[src/rtl/alu_arbiter.sv]
// rtl/alu_arbiter.sv - two-requester round-robin arbiter around one shared LC-3 ALU
// Operands are registered on grant; the result is held until its owner consumes it.
module alu_arbiter #(
   parameter int CNT_W = 16
) (
   input  logic             i_clk,
   input  logic             i_rst_n,
   input  logic             i_req0_valid,
   output logic             o_req0_ready,
   input  logic [15:0]      i_req0_a,
   input  logic [15:0]      i_req0_b,
   input  logic [1:0]       i_req0_aluk,
   output logic             o_rsp0_valid,
   input  logic             i_rsp0_ready,
   output logic [15:0]      o_rsp0_data,
   input  logic             i_req1_valid,
   output logic             o_req1_ready,
   input  logic [15:0]      i_req1_a,
   input  logic [15:0]      i_req1_b,
   input  logic [1:0]       i_req1_aluk,
   output logic             o_rsp1_valid,
   input  logic             i_rsp1_ready,
   output logic [15:0]      o_rsp1_data,
   output logic             o_busy,
   output logic [CNT_W-1:0] o_grant_cnt0,
   output logic [CNT_W-1:0] o_grant_cnt1
);

   typedef enum logic {S_IDLE, S_RESP} state_t;

   localparam logic [CNT_W-1:0] CNT_ONE = {{(CNT_W-1){1'b0}}, 1'b1};

   state_t           r_state;
   state_t           w_state_nxt;
   logic             r_owner;
   logic             r_ptr;
   logic [15:0]      r_a;
   logic [15:0]      r_b;
   logic [1:0]       r_aluk;
   logic [CNT_W-1:0] r_cnt0;
   logic [CNT_W-1:0] r_cnt1;

   logic             w_grant_id;
   logic             w_accept;
   logic             w_rsp_fire;
   logic [15:0]      w_alu;

   // Pointer only matters when both requesters compete.
   always_comb begin
      w_grant_id  = (i_req0_valid & i_req1_valid) ? r_ptr : i_req1_valid;
      w_accept    = (r_state == S_IDLE) & (i_req0_valid | i_req1_valid) & i_rst_n;
      w_rsp_fire  = (r_state == S_RESP) & (r_owner ? i_rsp1_ready : i_rsp0_ready);
      w_state_nxt = r_state;
      case (r_state)
         S_IDLE:  if (w_accept)   w_state_nxt = S_RESP;
         S_RESP:  if (w_rsp_fire) w_state_nxt = S_IDLE;
         default: w_state_nxt = S_IDLE;
      endcase
   end

   always_comb begin
      w_alu = 16'h0000;
      case (r_aluk)
         2'b00:   w_alu = r_a + r_b;
         2'b01:   w_alu = r_a & r_b;
         2'b10:   w_alu = ~r_a;
         default: w_alu = r_a;
      endcase
   end

   always_comb begin
      o_req0_ready = w_accept & ~w_grant_id;
      o_req1_ready = w_accept & w_grant_id;
      o_rsp0_valid = (r_state == S_RESP) & ~r_owner;
      o_rsp1_valid = (r_state == S_RESP) & r_owner;
      o_rsp0_data  = o_rsp0_valid ? w_alu : 16'h0000;
      o_rsp1_data  = o_rsp1_valid ? w_alu : 16'h0000;
      o_busy       = (r_state == S_RESP);
      o_grant_cnt0 = r_cnt0;
      o_grant_cnt1 = r_cnt1;
   end

   always_ff @(posedge i_clk or negedge i_rst_n) begin
      if (!i_rst_n) begin
         r_state <= S_IDLE;
      end else begin
         r_state <= w_state_nxt;
      end
   end

   always_ff @(posedge i_clk or negedge i_rst_n) begin
      if (!i_rst_n) begin
         r_owner <= 1'b0;
         r_ptr   <= 1'b0;
         r_a     <= 16'h0000;
         r_b     <= 16'h0000;
         r_aluk  <= 2'b00;
         r_cnt0  <= '0;
         r_cnt1  <= '0;
      end else if (w_accept) begin
         r_owner <= w_grant_id;
         r_ptr   <= ~w_grant_id;
         r_a     <= w_grant_id ? i_req1_a    : i_req0_a;
         r_b     <= w_grant_id ? i_req1_b    : i_req0_b;
         r_aluk  <= w_grant_id ? i_req1_aluk : i_req0_aluk;
         if (w_grant_id) r_cnt1 <= r_cnt1 + CNT_ONE;
         else            r_cnt0 <= r_cnt0 + CNT_ONE;
      end
   end

endmodule

[config.mk]
export PLATFORM = sky130hd
export DESIGN_NAME = alu_arbiter
export DESIGN_NICKNAME = d
export VERILOG_FILES = /design/src/rtl/alu_arbiter.sv
export SDC_FILE = /design/constraint.sdc
export NUM_CORES = 1
export LEC_CHECK = 0
export ABC_AREA = 1
export ABC_CLOCK_PERIOD_IN_PS = 5250
export CORE_AREA = 2 2 99 101
export DETAILED_ROUTE_END_ITERATION = 10
export DIE_AREA = 0 0 101 103
export PLACE_DENSITY = 0.93
export RECOVER_POWER = 50
export SLEW_MARGIN = 20
export SYNTH_ARGS = -nofsm -noshare
export SYNTH_HDL_FRONTEND = slang
export SYNTH_SLANG_ARGS = --single-unit
export TNS_END_PERCENT = 100
[constraint.sdc]
create_clock -name i_clk -period 5.25 [get_ports i_clk]
set_clock_uncertainty 0.2 [all_clocks]
set_input_delay 1.3125 -clock i_clk [delete_from_list [all_inputs] [get_ports i_clk]]
set_output_delay 1.3125 -clock i_clk [all_outputs]
set_load 0.02 [all_outputs]
## Word-level counts from Yosys, hierarchy flattened

Index checks and enable logic that the tools add are counted.

- Register bits after elaboration: 69
- RAM bits: 0
- Input bits: 74
- Memories kept: 0
- Output and inout bits: 69
- Latch bits: 0
- Memory bits (read-only): 0

- Muxes and demuxes: 11
- Reduce and logical (&&, ||, !) cells: 3
- Shift-type cells: 0
- Add/subtract/negate cells: 3
- Bitwise gates (word level): 14
- Div/mod/pow operators: 0
- Magnitude comparators: 0
- $mul: 0
- Equal/unequal tests: 2

Operator list:

| kind | number |
|---|---|
| $mux W16 | 4 |
| $pmux W16 S3 | 1 |
| $add A16 B1 Y16 const B | 2 |
| $add A16 B16 Y16 | 1 |
| $and A16 B16 Y16 | 1 |
| $not A16 Y16 | 1 |
| $and A1 B1 Y1 | 8 |
| $mux W1 | 4 |
| $reduce_and A2 Y1 | 2 |
| $not A1 Y1 | 3 |
| $eq A2 B1 Y1 const B | 1 |
| $eq A2 B2 Y1 const B | 1 |
| $logic_not A2 Y1 | 1 |
| $mux W2 | 1 |
| $pmux W1 S2 | 1 |
| $or A1 B1 Y1 | 1 |

## Depth between registers and ports, before layout

Gate-level depths: netlist of the first run.

- Depth in word-level cells: 5
- Gate-level depth with buffers: 13

## Worst setup path after synthesis of the first run

Ideal clock, no wire load.

- Kind: input to output
- Start point: input port i_req0_valid
- End point: output port o_req0_ready
- Buffers on the path: 2
- Cell stages on the path: 6
- Data required time: 3.738 ns
- Setup slack: 1.617 ns
- Data arrival time: 2.121 ns
- Cell sequence: nor2_1 > nor2_2 > nand2_2 > nor2_2 > buf_2 > buf_2

- Cells in the longest elaborated chain, start to end: 4
- Elaborated cells on any way between the ends: 7

Ends and longest elaborated chain:

| what | RTL line | text |
|---|---|---|
| start, declared | 8 | `input logic i_req0_valid,` |
| $or A1 B1 Y1 or $and A1 B1 Y1 (tied branches) | 51, 50 |  |
| $and A1 B1 Y1 or $mux W1 (tied branches) | 51, 50 |  |
| $and A1 B1 Y1 or $not A1 Y1 (tied branches) | 51, 72 |  |
| $and A1 B1 Y1 (*) | 72 | `o_req0_ready = w_accept & ~w_grant_id;` |
| end, declared | 9 | `output logic o_req0_ready,` |

Mark *: on every way between the ends. The rest lies on a longest branch, timed or not.

## Worst setup path in the final report of the first run

- Start point: input port i_req1_valid
- End point: output port o_req0_ready

- Cells in the longest elaborated chain, start to end: 4
- Elaborated cells on any way between the ends: 7

Ends and longest elaborated chain:

| what | RTL line | text |
|---|---|---|
| start, declared | 16 | `input logic i_req1_valid,` |
| $or A1 B1 Y1 or $and A1 B1 Y1 (tied branches) | 51, 50 |  |
| $and A1 B1 Y1 or $mux W1 (tied branches) | 51, 50 |  |
| $and A1 B1 Y1 or $not A1 Y1 (tied branches) | 51, 72 |  |
| $and A1 B1 Y1 (*) | 72 |  |

Marked as above.

==> results of run 1 <==
[cells in the final DEF, fill, tap and decap left out, drive strengths merged]
| cell | netlist | layout |
|---|---|---|
| nand2 | 246 | 246 |
| clkdlybuf4s50 | 0 | 109 |
| dfrtp | 69 | 69 |
| inv | 67 | 67 |
| nor2 | 64 | 64 |
| nand3 | 63 | 63 |
| dlygate4sd3 | 0 | 32 |
| ha | 18 | 18 |
| a21oi | 15 | 15 |
| o21ai | 15 | 15 |
| clkbuf | 6 | 15 |
| xor2 | 14 | 14 |
| xnor2 | 14 | 14 |
| or2 | 13 | 13 |
| nand4 | 8 | 8 |
| o22ai | 8 | 8 |
| nor3 | 8 | 8 |
| o211ai | 4 | 4 |
| nand3b | 3 | 3 |
| buf | 11 | 3 |
| clkinv | 1 | 3 |
| o21a | 2 | 2 |
| o2111ai | 2 | 2 |
| clkinvlp | 0 | 2 |
| nor4 | 2 | 2 |
| and3 | 1 | 1 |
| and2 | 1 | 1 |
| o21bai | 1 | 1 |
| o221ai | 1 | 1 |
| fa | 1 | 1 |
[cell type report]
class	instances	area share
Sequential cell	69	0.276
Clock buffer	12	0.0216
Timing Repair Buffer	147	0.231
Clock inverter	4	0.00400
Tap cell	114	0.0228
Inverter	68	0.0408
Multi-Input combinational cell	504	0.404
[layer usage]
metal / up-vias / track usage / part of all wire
li1: 2371 / - / -
met2: 163 / 0.427 / 0.48
met1: 2139 / 0.319 / 0.43
met3: 11 / 0.0712 / 0.087
met4: 0 / 0.0561 / 0.0082
met5: - / 0 / 0
[final timing paths]
kind	end	startpoint	slack (ns)
worst max-delay path	o_req0_ready	i_req1_valid	0.47
worst min-delay path	o_grant_cnt0[13]$_DFFE_PN0P_	o_grant_cnt0[13]$_DFFE_PN0P_	0.29
worst max register to register	o_grant_cnt0[12]$_DFFE_PN0P_	o_busy$_DFF_PN0_	2.46
worst min register to register	o_grant_cnt0[13]$_DFFE_PN0P_	o_grant_cnt0[13]$_DFFE_PN0P_	0.29
max in group asynchronous	r_a[1]$_DFFE_PN0P_	i_rst_n	2.42
min in group asynchronous	o_grant_cnt1[4]$_DFFE_PN0P_	i_rst_n	1.41
[critical path, cell delays in order]
cell             delay (ns)
clkdlybuf4s50_1        0.50
nor2_1                 0.09
nor2_2                 0.08
nand2_1                0.34
nor2_2                 0.30
clkdlybuf4s50_1        0.64
[where the power goes]
part,internal (mW),switching (mW)
combinational,0.881,1.29
clock,0.170,0.204
sequential,0.714,0.215
total,1.77,1.71
[logic make-up after synthesis]
kind of cell / Yosys count
AO/OA/AOI/OAI: 48
XOR/XNOR: 28
adder cells (fa/ha/maj): 19
buffers and inverters: 85
flip-flops: 69
AND/OR/NAND/NOR: 409
[registers in the layout, summed over array words and instances (netlist names)]
register and flops:
r_b 16, o_grant_cnt0 16, r_ptr 1, o_grant_cnt1 16, r_a 16, o_busy 1, r_aluk 2, r_owner 1
==> impl_metrics.csv, run 1 <==
group,metric,value,unit
synthesis,synth.most_common_cell,"nand2_1",
final_layout,drive_gt1_frac,0.0498,
sta,drv_slew,71,
routing,wirelength,12800,um
floorplanning,die_h,103,um
final_layout,area_growth,36.3,%
placed_design,place.detailed.hpwl,9580,um
synthesis,synth_top_cells_by_count,"nand2_1, dfrtp_1, inv_1",
routing,via_count,4684,
setup_path,cp.arrival,3.27,ns
global_routing,grt_max_degree,71,
sta,min_period,4.78,ns
pwr,irDropWorstVdd,0.310,mV
floorplanning,die_w,101,um
global_routing,grt_overflow,0,
synthesis,synth-compound-area-share,0.0607,
clocking,cts.sinks,69,
setup_path,reg2regPathDepth,8,
sta,worst_pin_slew,1.72,ns
synthesis,synth-simple-area-share,0.384,
sta,final-hold-violation-count,0,
clocking,cts_root_buffer,"clkbuf_8",
setup_path,cp.required,3.74,ns
clocking,post-cts-setup-buffers,0,
synthesis,ys_seq_elements,69,
clocking,cts_resized,0,
final_layout,final_cells,918,
sta,worst_slack,0.470,ns
clocking,cts.reportedPaths.clkPinSlew,0.07,ns
placed_design,port_buffers,142,
synthesis,synth_top_family_by_area,"simple AND/OR/NAND/NOR gates",
floorplanning,fp.coreArea,0.00946,mm2
worst_hold_path,min_delay_path_depth,1,
synthesis,syn_avg_cell_area,6.98,um2
pwr,power.total,3.48,mW
synthesis,ys_seq_area_frac,0.376,
sta,slew-limit-headroom,-0.146,
synthesis,synthesis.nets,751,
final_layout,diodes,0,
synthesis,synth_mux_area_frac,0,
routing,post_drt_via_cell_ratio,5.10,
sta,tns,0,ns
routing,routedWlPerCell,13.9,um
synthesis,synth_fa_ha_area_frac,0.0534,
floorplanning,start_util,0.486,
sta,setup_viol,0,
synthesis,synthFlopType,"dfrtp_1",
clocking,cts-buffers-inserted,9,
final_layout,multi_input_area,0.00253,mm2
clocking,tritoncts,"built",
synthesis,synth_top_cell_area_share,0.376,
synthesis,synthDistinctLibCells,37,
sta,rsz0062_at_grt,"no",
setup_path,path_class,"in -> out",
global_routing,first_global_vias,4467,
final_layout,fin_util,0.662,
routing,drtIter0Drc,204,
floorplanning,io_pins,143,
synthesis,netlist_instances,658,
job,maxCapViolCount,1,
placed_design,dpl_worst_slack,0.655,ns
synthesis,synth_edf_count,0,
sta,final.period_utilization,0.911,
sta,fmaxAchievable,209,MHz
pwr,p_leak,3.12,nW
synthesis,synthXorXnorAreaFrac,0.0534,
floorplanning,num_rows,36,
clocking,htree_levels,3,
clocking,clock_latency,0.34,ns
global_routing,antenna_found_initial,0,
worst_hold_path,hold_class,"reg -> reg",
outcome,status,"finished, violations left",
placed_design,postPlaceCellArea,0.00611,mm2
pwr,power_density,555,mW/mm2
setup_path,start_kind,"input pin",
routing,drc_errors,0,
synthesis,syn-cell-area,0.00460,mm2
clocking,clockBufferDepth,2,
final_layout,nFillCells,793,
synthesis,synth.largest_area_cell,"dfrtp_1",
synthesis,ys_warn_count,0,
final_layout,final_area,0.00626,mm2
setup_path,cp-end-kind,"primary output",
routing,drt_first_pass_iters,5,
sta,fin_hold_ws,0.291,ns
final_layout,nNetsFinal,892,
setup_path,worstPathMaxFanout,15,
synthesis,async_reset_ff_frac,1.00,
outcome,violations,"max-capacitance violations, max-slew violations",
floorplanning,dieArea,0.0104,mm2
global_routing,grt.total_usage,0.251,
routing,drtAntennaViolNets,0,
synthesis,synthTopCellsByArea,"dfrtp_1, nand2_1, nand3_1",
final_layout,register_area,0.00173,mm2
clocking,cts_hold_buffers,0,
placed_design,gp_congestion,1.01,
global_routing,grt_pass1_wl,20600,um
placed_design,dp.cells,902,
No activity file was read; power rests on OpenSTA's default activity.
==> run 2: changes to the inputs <==
CORE_AREA = 2 2 105 96   (was 2 2 99 101)
DIE_AREA = 0 0 107 98   (was 0 0 101 103)
SETUP_SLACK_MARGIN = 0.1   (was unset)
==> run 2 against run 1 <==
  * The flow still finishes with violations (max-capacitance violations, max-slew violations)
  * First-iteration DRC count up 25%
  * Power about the same
  * Combinational power about the same
  * Clock power up 5.3%
  * Cell count up 1.3%
  * Clock-buffer cell count down 3
  * Register-to-register slack better by 0.14 ns
  * Utilization up 0.11 points
  * Design area up 0.46%
  * Critical path depth unchanged
  * Sequential share of layout area down 0.13 points
  * Largest cell class unchanged
==> impl_metrics.csv, run 2 (synthesis gave the netlist of run 1 again) <==
group,metric,value,unit
outcome,status,"finished, violations left",
outcome,violations,"max-capacitance violations, max-slew violations",
global_routing,grt_max_degree,71,
setup_path,rr_startpoint,"o_busy$_DFF_PN0_",
pwr,power_density,553,mW/mm2
global_routing,grt_pass1_wl,20600,um
sta,drv_slew,71,
floorplanning,die_w,107,um
floorplanning,io_pins,143,
setup_path,reg2regPathDepth,8,
routing,post_drt_via_cell_ratio,5.07,
setup_path,path_cells,"dlygate4sd3_1 -> nor2_1 -> nor2_2 -> nand2_1 -> nor2_2 -> clkdlybuf4s50_1",
sta,slew-limit-headroom,-0.143,
routing,drtIter0Drc,255,
clocking,clock_latency,0.34,ns
setup_path,path_common_cell,"nor2_2",
final_layout,drive_gt1_frac,0.0535,
sta,tns,0,ns
pwr,irDropWorstVdd,0.344,mV
final_layout,area_growth,36.9,%
clocking,post-cts-setup-buffers,0,
final_layout,register_area,0.00173,mm2
placed_design,postPlaceCellArea,0.00613,mm2
final_layout,final_area,0.00629,mm2
clocking,cts-buffers-inserted,9,
sta,min_period,4.76,ns
worst_hold_path,min_from,"o_grant_cnt0[15]$_DFFE_PN0P_",
global_routing,grt.total_usage,0.245,
placed_design,place.detailed.hpwl,9400,um
final_layout,nFillCells,793,
routing,via_count,4719,
setup_path,cp.required,3.74,ns
final_layout,layout_commonest_cell,"nand2_1",
setup_path,timing.rr.end,"o_grant_cnt0[10]$_DFFE_PN0P_",
clocking,cts.sinks,69,
routing,routedWlPerCell,13.4,um
routing,drt_first_pass_iters,5,
setup_path,max_stage_delay,0.64,ns
sta,rsz0062_at_grt,"no",
worst_hold_path,min_delay_path_depth,1,
clocking,htree_levels,3,
routing,drc_errors,0,
final_layout,multi_input_area,0.00253,mm2
setup_path,cp-end-kind,"primary output",
setup_path,cp_num_buf_inv,2,
final_layout,layout_common_cells,"nand2_1, clkdlybuf4s50_1, dfrtp_1",
sta,setup_viol,0,
setup_path,start_kind,"input pin",
sta,final-hold-violation-count,0,
clocking,cts_root_buffer,"clkbuf_8",
placed_design,gp_congestion,0.925,
setup_path,path_class,"in -> out",
placed_design,port_buffers,142,
global_routing,first_global_vias,4374,
worst_hold_path,hold_class,"reg -> reg",
routing,wirelength,12400,um
clocking,clockBufferDepth,2,
setup_path,r2r_slack,2.60,ns
routing,drtAntennaViolNets,0,
final_layout,fin_util,0.663,
clocking,cts_resized,0,
floorplanning,start_util,0.484,
floorplanning,die_h,98,um
setup_path,critical-path-top-delay-family,"buffers and inverters",
final_layout,diodes,0,
clocking,cts_hold_buffers,0,
sta,fmaxAchievable,210,MHz
global_routing,antenna_found_initial,0,
final_layout,nNetsFinal,892,
setup_path,worstPathMaxFanout,14,
setup_path,critPathSlowestCell,"clkdlybuf4s50_1",
sta,worst_pin_slew,1.72,ns
sta,fin_hold_ws,0.285,ns
sta,final.period_utilization,0.907,
job,maxCapViolCount,1,
clocking,tritoncts,"built",
pwr,p_leak,3.14,nW
floorplanning,fp.coreArea,0.00949,mm2
worst_hold_path,holdPathEnd,"o_grant_cnt0[15]$_DFFE_PN0P_",
clocking,cts.reportedPaths.clkPinSlew,0.08,ns
setup_path,cp.arrival,3.25,ns
floorplanning,dieArea,0.0105,mm2
global_routing,grt_overflow,0,
floorplanning,num_rows,34,
-- run 2: cell types whose count changed in the layout (fill, tap and decap cells not counted) --
| cell | before | now |
|---|---|---|
| clkinv_2 | 2 | 3 |
| clkinv_4 | 0 | 2 |
| clkinvlp_4 | 2 | 0 |
| clkbuf_1 | 5 | 2 |
| inv_6 | 0 | 2 |
-- run 2: routing by layer --
layer  share of wire  vias up  global-route usage
li1                -     2381                   -
met4           0.019        0              0.0689
met1            0.46     2145               0.344
met2            0.45      176               0.388
met3           0.069       17              0.0467
met5               0        -                   0
-- run 2: per-stage QoR --
stage | std cells | total power [mW] | setup WS (ns)
2_1_floorplan | 658 | 2.37 | 1.62
3_3_place_gp | 914 | 3.04 | 0.734
3_5_place_dp | 914 | 3.10 | 0.700
4_1_cts | 930 | 3.51 | 0.699
5_1_grt | 930 | 3.82 | 0.376
6_report | 930 | 3.48 | 0.489
-- run 2: final cells by class --
type | count | area share
clock buffers | 9 | 0.0197
clock inverters | 7 | 0.00796
inverters | 68 | 0.0406
multi-input cells | 504 | 0.402
flip-flops and latches | 69 | 0.274
well taps | 126 | 0.0251
repair buffers | 147 | 0.230
-- run 2: report_power, final --
group | internal, mW | leakage, nW | switching (mW) | total, mW
sequential | 0.714 | 0.871 | 0.200 | 0.914
combinational | 0.883 | 2.17 | 1.29 | 2.17
clock | 0.174 | 0.0937 | 0.221 | 0.395
-- run 2: worst max-delay path by stage --
stage,to,from,cells past startpoint
after floorplan,o_req0_ready,i_req0_valid,6
after global placement,o_req0_ready,i_req0_valid,6
after detailed placement,o_req0_ready,i_req0_valid,6
after CTS,o_req0_ready,i_req0_valid,6
after global routing,o_req0_ready,i_req0_valid,6
final,o_req0_ready,i_req0_valid,6
==> run 3: changes to the inputs <==
REMOVE_ABC_BUFFERS = 1   (was unset)
==> run 3 against run 2 <==
  * The flow still finishes with violations (max-capacitance violations, max-slew violations)
  * Setup slack lost 0.026 ns
  * Fmax shrank 0.54%
  * Largest power group unchanged
  * Sequential power shrank 0.4%
  * Non-clock buffer count unchanged
  * Critical path depth is the same
  * Utilization grew 0.14 points
  * Register-to-register slack got worse by 0.13 ns
  * Combinational power increased by 2%
  * Design area increased by 0.22%
  * Via count is 0.49% higher
  * Wire length up 3.4%
==> impl_metrics.csv, run 3 (synthesis gave the netlist of run 1 again) <==
group,metric,value,unit
setup_path,start_kind,"input pin",
clocking,cts_resized,0,
worst_hold_path,holdPathEnd,"o_grant_cnt0[15]$_DFFE_PN0P_",
final_layout,layout_common_cells,"nand2_1, clkdlybuf4s50_1, dfrtp_1",
clocking,cts_root_buffer,"clkbuf_8",
worst_hold_path,min_delay_path_depth,1,
final_layout,area_growth,37.2,%
clocking,cts.reportedPaths.clkPinSlew,0.08,ns
setup_path,cp_num_buf_inv,2,
global_routing,grt.total_usage,0.251,
clocking,cts_hold_buffers,0,
global_routing,first_global_vias,4429,
setup_path,critPathSlowestCell,"clkdlybuf4s50_1",
outcome,violations,"max-capacitance violations, max-slew violations",
floorplanning,num_rows,34,
pwr,power_density,568,mW/mm2
setup_path,cp.required,3.74,ns
floorplanning,io_pins,143,
final_layout,diodes,0,
job,maxCapViolCount,1,
sta,rsz0062_at_grt,"no",
clocking,tritoncts,"built",
outcome,status,"finished, violations left",
setup_path,path_class,"in -> out",
global_routing,grt_pass1_wl,21000,um
final_layout,fin_util,0.665,
routing,post_drt_via_cell_ratio,5.10,
sta,min_period,4.79,ns
placed_design,place.detailed.hpwl,9350,um
routing,via_count,4742,
placed_design,gp_congestion,0.967,
sta,slew-limit-headroom,-0.120,
setup_path,critical-path-top-delay-family,"buffers and inverters",
setup_path,cp-end-kind,"primary output",
clocking,post-cts-setup-buffers,0,
setup_path,path_cells,"dlygate4sd3_1 -> nor2_1 -> nor2_2 -> nand2_1 -> nor2_4 -> clkdlybuf4s50_1",
floorplanning,dieArea,0.0105,mm2
floorplanning,die_w,107,um
routing,wirelength,12800,um
sta,final.period_utilization,0.912,
clocking,clock_latency,0.36,ns
sta,tns,0,ns
final_layout,layout_commonest_cell,"nand2_1",
routing,drc_errors,0,
worst_hold_path,hold_class,"reg -> reg",
pwr,p_leak,3.12,nW
pwr,irDropWorstVdd,0.403,mV
sta,setup_viol,0,
setup_path,crit_cells,6,
worst_hold_path,min_from,"o_grant_cnt0[15]$_DFFE_PN0P_",
placed_design,port_buffers,142,
sta,worst_pin_slew,1.68,ns
setup_path,r2r_slack,2.47,ns
setup_path,timing.rr.end,"o_grant_cnt1[13]$_DFFE_PN0P_",
final_layout,drive_gt1_frac,0.0498,
setup_path,rr_startpoint,"o_busy$_DFF_PN0_",
floorplanning,fp.coreArea,0.00949,mm2
sta,final-hold-violation-count,0,
clocking,cts-buffers-inserted,9,
clocking,clockBufferDepth,2,
setup_path,reg2regPathDepth,5,
sta,fin_hold_ws,0.286,ns
routing,drt_first_pass_iters,4,
pwr,power.total,3.58,mW
clocking,htree_levels,3,
placed_design,dp.cells,914,
setup_path,cp.arrival,3.27,ns
global_routing,grt_overflow,0,
final_layout,nNetsFinal,892,
floorplanning,die_h,98,um
sta,fmaxAchievable,209,MHz
floorplanning,start_util,0.484,
routing,routedWlPerCell,13.8,um
clocking,cts.sinks,69,
sta,drv_slew,70,
global_routing,antenna_found_initial,0,
setup_path,worstPathMaxFanout,14,
global_routing,grt_max_degree,70,
setup_path,max_stage_delay,0.64,ns
routing,drtIter0Drc,298,
routing,drtAntennaViolNets,0,
final_layout,final_cells,930,
## run 3: metal layers
metal  track usage  vias to the layer above  routed length (um)
met4        0.0819                        0                 304
met5             0                        -                   0
li1              -                     2373                   -
met3        0.0701                       29                1180
met2         0.380                      191                5610
met1         0.348                     2149                5750
## run 3: through the flow
step | setup slack (ns) | area (um2)
4_1_cts | 0.695 | 6350
3_3_place_gp | 0.731 | 6140
3_5_place_dp | 0.700 | 6140
6_report | 0.463 | 6300
2_1_floorplan | 1.03 | 4520
5_1_grt | 0.366 | 6300
## run 3: layout make-up
class                      count  area [um2]
clock buffer                  10         138
clock inverter                 6        70.1
fill                         805        3180
inverter                      68         255
multi-input combinational    504        2510
sequential                    69        1730
tap                          126         158
timing repair buffer         147        1450
## run 3: worst max-delay path by stage
stage / from / end / slack, ns
6_report: i_req0_valid / o_req1_ready / 0.46
5_1_grt: i_req0_valid / o_req0_ready / 0.37
4_1_cts: r_a[0]$_DFFE_PN0P_ / o_rsp1_data[6] / 0.70
3_5_place_dp: i_req0_valid / o_req0_ready / 0.70
3_3_place_gp: i_req0_valid / o_req1_ready / 0.73
2_1_floorplan: i_req0_valid / o_req0_ready / 1.03
## run 3: power breakdown
group | leakage [nW] | internal [mW] | switching [mW]
sequential | 0.871 | 0.714 | 0.196
combinational | 2.14 | 0.891 | 1.32
clock | 0.107 | 0.236 | 0.220
total | 3.12 | 1.84 | 1.74
==> edit 1 (settings of run 1) <==
Remove the case item `2'b00` of the case on `r_aluk`.
--- a/src/rtl/alu_arbiter.sv
+++ b/src/rtl/alu_arbiter.sv
@@ -62,5 +62,4 @@
       w_alu = 16'h0000;
       case (r_aluk)
-         2'b00:   w_alu = r_a + r_b;
          2'b01:   w_alu = r_a & r_b;
          2'b10:   w_alu = ~r_a;
Check against the original RTL: not equivalent (Yosys sat finds a counterexample within 4 cycles, from zero or initial values and one cycle with i_rst_n low).
==> edit 1 against run 1 <==
The flow still finishes with violations (capacitance limit, slew limit); sequential power decreased by 8.0%; count of clock-buffer cells in the layout decreased by 3; sequential cell count unchanged; synthesized cell count decreased by 24%; highest routed layer unchanged; power decreased by 30%; worst setup slack improved by 160 ps; core utilization decreased by 9.6 points; final area decreased by 15%; routed wire length decreased by 16%; area after synthesis decreased by 19%; global-route usage decreased by 4.2 points.
==> edit 1: results (changes against run 1) <==
Outcome
  • Status: finished with violations
  • Failing checks: capacitance limit, slew limit

GRT
  • Grt met2 use: 36.8% (-5.8 points)
  • GRT Resource Usage Total: 20.9% (-4.2 points)
  • Number of global-route vias before repair: 3644 (-18%)
  • Largest net degree at the start of global routing: 70 (-1.4%)
  • First-pass GRT wire length: 17100 um (-17%)
  • M3 GR Usage: 2.92% (-4.2 points)
  • M1 GR Usage: 26.1% (-5.8 points)

Worst setup path
  • Worst Path Arrival: 3110 ps (-160 ps)
  • CP peak stage delay: 600 ps (-40 ps)
  • Crit path max fanout: 6 (-9)
  • Reg-to-reg slack, setup: 2160 ps (-300 ps)
  • Delay-heaviest family, CP: buffers and inverters

Power and ir drop
  • Leak pwr: 2.35 nW (-25%)
  • Peak supply drop: 0.199 mV (-36%)

Finish
  • Nets: 722 (-19%)
  • Diode count: 0 (unchanged)
  • Fraction of layout cells with a size suffix above 1: 3.54% (-1.4 points)

CTS
  • Post-CTS Setup Inserts: 0 (unchanged)
  • PostCTS Resize Cnt: 0 (unchanged)
  • Clock transition at the registers of the reported paths: 80 ps
  • Clock Path Buffers: 2 (unchanged)
  • CTS root buffer: clkbuf_8
  • Inserted Clock Buffers: 9 (unchanged)
  • H-tree depth: 3 (unchanged)

Drt
  • Met3 WL: 522 um (-53%)
  • DRT met1 WL: 4620 um (-16%)
  • Highest Signal Layer: met4
  • Initial DRC count: 149 (-27%)
  • Met2 WL: 5410 um (-11%)
  • Avg Vias per Cell: 5.05 (-1.0%)
  • Avg WL per Cell: 14.1 um (+1.3%)
  • Drt total wl: 10700 um (-16%)

Placement
  • Pre-CTS WS: 853 ps (+198 ps)
  • Placed instance area: 5220 sq um (-15%)
  • DP Cell Count: 747 (-17%)
  • DP HPWL: 7930 um (-17%)
  • I/O Buffers: 142 (unchanged)
  • GPL Wtd Cong: 0.892 (-12%)

Synthesis
  • Top cells by instance count after synthesis: nand2_1 (204), dfrtp_1 (69), nand3_1 (61), nor2_1 (57), inv_1 (26)
  • Seq/Total Area, Yosys: 46.6% (+9.0 points)
  • Post-synth top flop: dfrtp_1
  • Synth cell types: 26 (-30%)
  • Cells after synthesis: 503 (-24%)
  • Synth area leaders: dfrtp_1 (47%), nand2_1 (21%), nand3_1 (8.2%), nor2_1 (5.8%), inv_1 (2.6%)
  • Syn Nets: 581 (-23%)
  • Synthesis warning total: 0 (unchanged)

STA
  • Final Max Tran Viols: 149 (+110%)
  • Final setup TNS: 0 ps (unchanged)
  • Worst-margin pin slew: 1800 ps (+81.1 ps)
  • Fmax: 216 MHz (+3.4%)

Job
  • MaxCap Viol Count: 3 (+2)
edit 1: cell types whose count changed after synthesis, moves of 3 or more:
cell,change
o22ai_1,-8
nand3b_1,+6
nand2_2,-3
nand2_1,-38
or2_2,-10
inv_1,-40
nand4_1,-5
xor2_1,-5
o21ai_1,+5
ha_1,-14
xnor2_1,-9
a21oi_1,-15
edit 1: through the flow:
stage	total power (W)	hold slack, ps
5_1_grt	0.00260	321
2_1_floorplan	0.00151	265
3_5_place_dp	0.00202	282
6_report	0.00242	300
3_3_place_gp	0.00197	270
4_1_cts	0.00246	304
edit 1: final timing paths:
path                                  start                to  cells after the start
max                            i_req0_valid      o_req0_ready                      6
min                        o_grant_cnt1[15]  o_grant_cnt1[15]                      2
max reg2reg                          o_busy   o_grant_cnt1[2]                      6
min reg2reg                o_grant_cnt1[15]  o_grant_cnt1[15]                      2
max in group asynchronous           i_rst_n         r_aluk[1]                      2
min in group asynchronous           i_rst_n   o_grant_cnt0[8]                      2
edit 1: cell type report:
class                   instances  area, sq um
inverters                      28          105
flip-flops and latches         69         1730
multi-input cells             388         1730
clock inverters                 7         75.1
clock buffers                   9          124
well taps                     114          143
repair buffers                148         1450
fillers                       867         4110
edit 1: kinds of logic (layout without fill, tap and decap cells):
| group | count (synthesis) | count (layout) | share of synthesized area, % |
|---|---|---|---|
| AND/OR/NAND/NOR | 348 | 348 | 40.1 |
| buffers and inverters | 46 | 192 | 5.50 |
| AO/OA/AOI/OAI | 22 | 22 | 3.21 |
| XOR/XNOR | 14 | 14 | 3.31 |
| adder cells (fa/ha/maj) | 4 | 4 | 1.35 |
| flip-flops | 69 | 69 | 46.6 |
edit 1: where the power goes:
part	leakage, nW	internal (W)	switching (W)
clock network	0.0918	0.000221	0.000210
registers	0.882	0.000706	0.000149
logic	1.38	0.000479	0.000659
==> edit 2 (settings of run 1) <==
Made on the original files. `CNT_W`: 16 -> 14.
--- a/src/rtl/alu_arbiter.sv
+++ b/src/rtl/alu_arbiter.sv
@@ -2,5 +2,5 @@
 // Operands are registered on grant; the result is held until its owner consumes it.
 module alu_arbiter #(
-   parameter int CNT_W = 16
+   parameter int CNT_W = 14
 ) (
    input  logic             i_clk,
Interface: changed (resized o_grant_cnt0 and o_grant_cnt1); port bits go from 143 to 139. No check against the original RTL was run, so the function may have changed too.
==> edit 2 against run 1 <==
Final area decreased by 3.3%; sequential cell count decreased by 4; worst setup slack improved by 63 ps; highest routed layer unchanged; critical path depth increased by 4; area after synthesis decreased by 4.2%; power increased by 2.3%; the run still ends with capacitance limit, slew limit left; sequential power decreased by 2%; routed wire length increased by 1.8%; maximum frequency increased by 1.3%; clock power increased by 12%; largest cell class unchanged; cell count decreased by 3.4%; die area unchanged.
==> edit 2: results (changes against run 1) <==
Finish
  • Fraction of layout cells with a size suffix above 1: 5.43% (+0.46 points)
  • Layout Cells excl Fill: 887 (-3.4%)
  • Fillers: 766 (-3.4%)
  • Largest regs: r_a: 16 flops, r_b: 16 flops
  • Nets: 862 (-3.4%)

Placement
  • DP Cell Count: 872 (-3.3%)
  • Placed instance area: 5870 sq um (-4.0%)
  • DP HPWL: 9720 um (+1.5%)
  • GPL Wtd Cong: 0.950 (-5.9%)

Power and ir drop
  • Peak supply drop: 0.387 mV (+25%)
  • Leak pwr: 3.03 nW (-3.0%)

Drt
  • Avg Vias per Cell: 5.25 (+2.9%)
  • Avg WL per Cell: 14.6 um (+5.3%)
  • Initial DRC count: 335 (+64%)

Synthesis
  • Syn Nets: 726 (-3.3%)
  • Top cells by instance count after synthesis: nand2_1 (239), dfrtp_1 (65), nand3_1 (61), inv_1 (60), nor2_1 (55)
  • Synth cell types: 38 (+2.7%)
  • Cells after synthesis: 633 (-3.8%)

Job
  • MaxCap Viol Count: 3 (+2)

Worst setup path
  • Worst Path Arrival: 4730 ps (+1460 ps)
  • Crit path max fanout: 43 (+28)
  • Slowest CP cell: clkbuf_1

STA
  • Max_slew headroom: -36.0% (-21 points)
  • Final Max Tran Viols: 153 (+120%)

GRT
  • GRT Resource Usage Total: 25.4% (+0.34 points)
  • Number of global-route vias before repair: 4314 (-3.4%)
  • Grt met2 use: 41.8% (-0.87 points)
  • M1 GR Usage: 32.7% (+0.76 points)
  • First-pass GRT wire length: 20500 um (-0.53%)

Outcome
  • Failing checks: capacitance limit, slew limit
  • Status: finished with violations

Min path
  • Hold Path Origin: o_grant_cnt1[13]
edit 2: through the flow:
step | total power [W] | setup slack [ps]
floorplan | 0.00235 | 1770
global placement | 0.00307 | 700
detailed placement | 0.00313 | 679
CTS | 0.00356 | 667
global route | 0.00387 | 313
finish | 0.00356 | 533
edit 2: final cells by class:
cell class,instances,share of cell area [%]
Multi-Input combinational cell,487,40.5
Clock inverter,3,0.661
Inverter,64,3.97
Timing Repair Buffer,142,23.0
Clock buffer,12,2.56
Sequential cell,65,26.9
Tap cell,114,2.36
edit 2: worst paths after layout:
path	to	slack, ps	cells past startpoint
setup / recovery	o_grant_cnt0[11]	530	10
hold / removal	o_grant_cnt1[13]	290	1
setup reg to reg	o_grant_cnt0[11]	1590	8
hold reg to reg	o_grant_cnt1[13]	290	1
max in group asynchronous	o_grant_cnt0[9]	2520	2
min in group asynchronous	r_b[13]	1380	2
edit 2: kinds of logic after synthesis:
group	synth area share, %
flip-flops	37.0
adder cells (fa/ha/maj)	5.57
AO/OA/AOI/OAI	6.40
buffers and inverters	7.28
AND/OR/NAND/NOR	39.0
XOR/XNOR	4.78
edit 2: report_power, final:
part           leakage (nW)  switching, W  internal, W
clock                 0.102      0.000180     0.000241
combinational          2.11       0.00134     0.000887
sequential            0.817      0.000227     0.000684
total                  3.03       0.00175      0.00181
edit 2: worst register-to-register path, delay by kind of cell, from the launching register on:
| kind | cells | cell delay [ps] |
|---|---|---|
| xor gates and xnor gates | 1 | 140 |
| DFF | 1 | 430 |
| and+or+nand+nor | 6 | 1300 |
| buffers and inverters | 1 | 1470 |
edit 2: metal layers:
metal | vias to the layer above | part of all wire [%]
met5 | - | 0
met4 | 0 | 2.6
met3 | 25 | 8.7
met2 | 176 | 47
met1 | 2168 | 41
li1 | 2290 | -
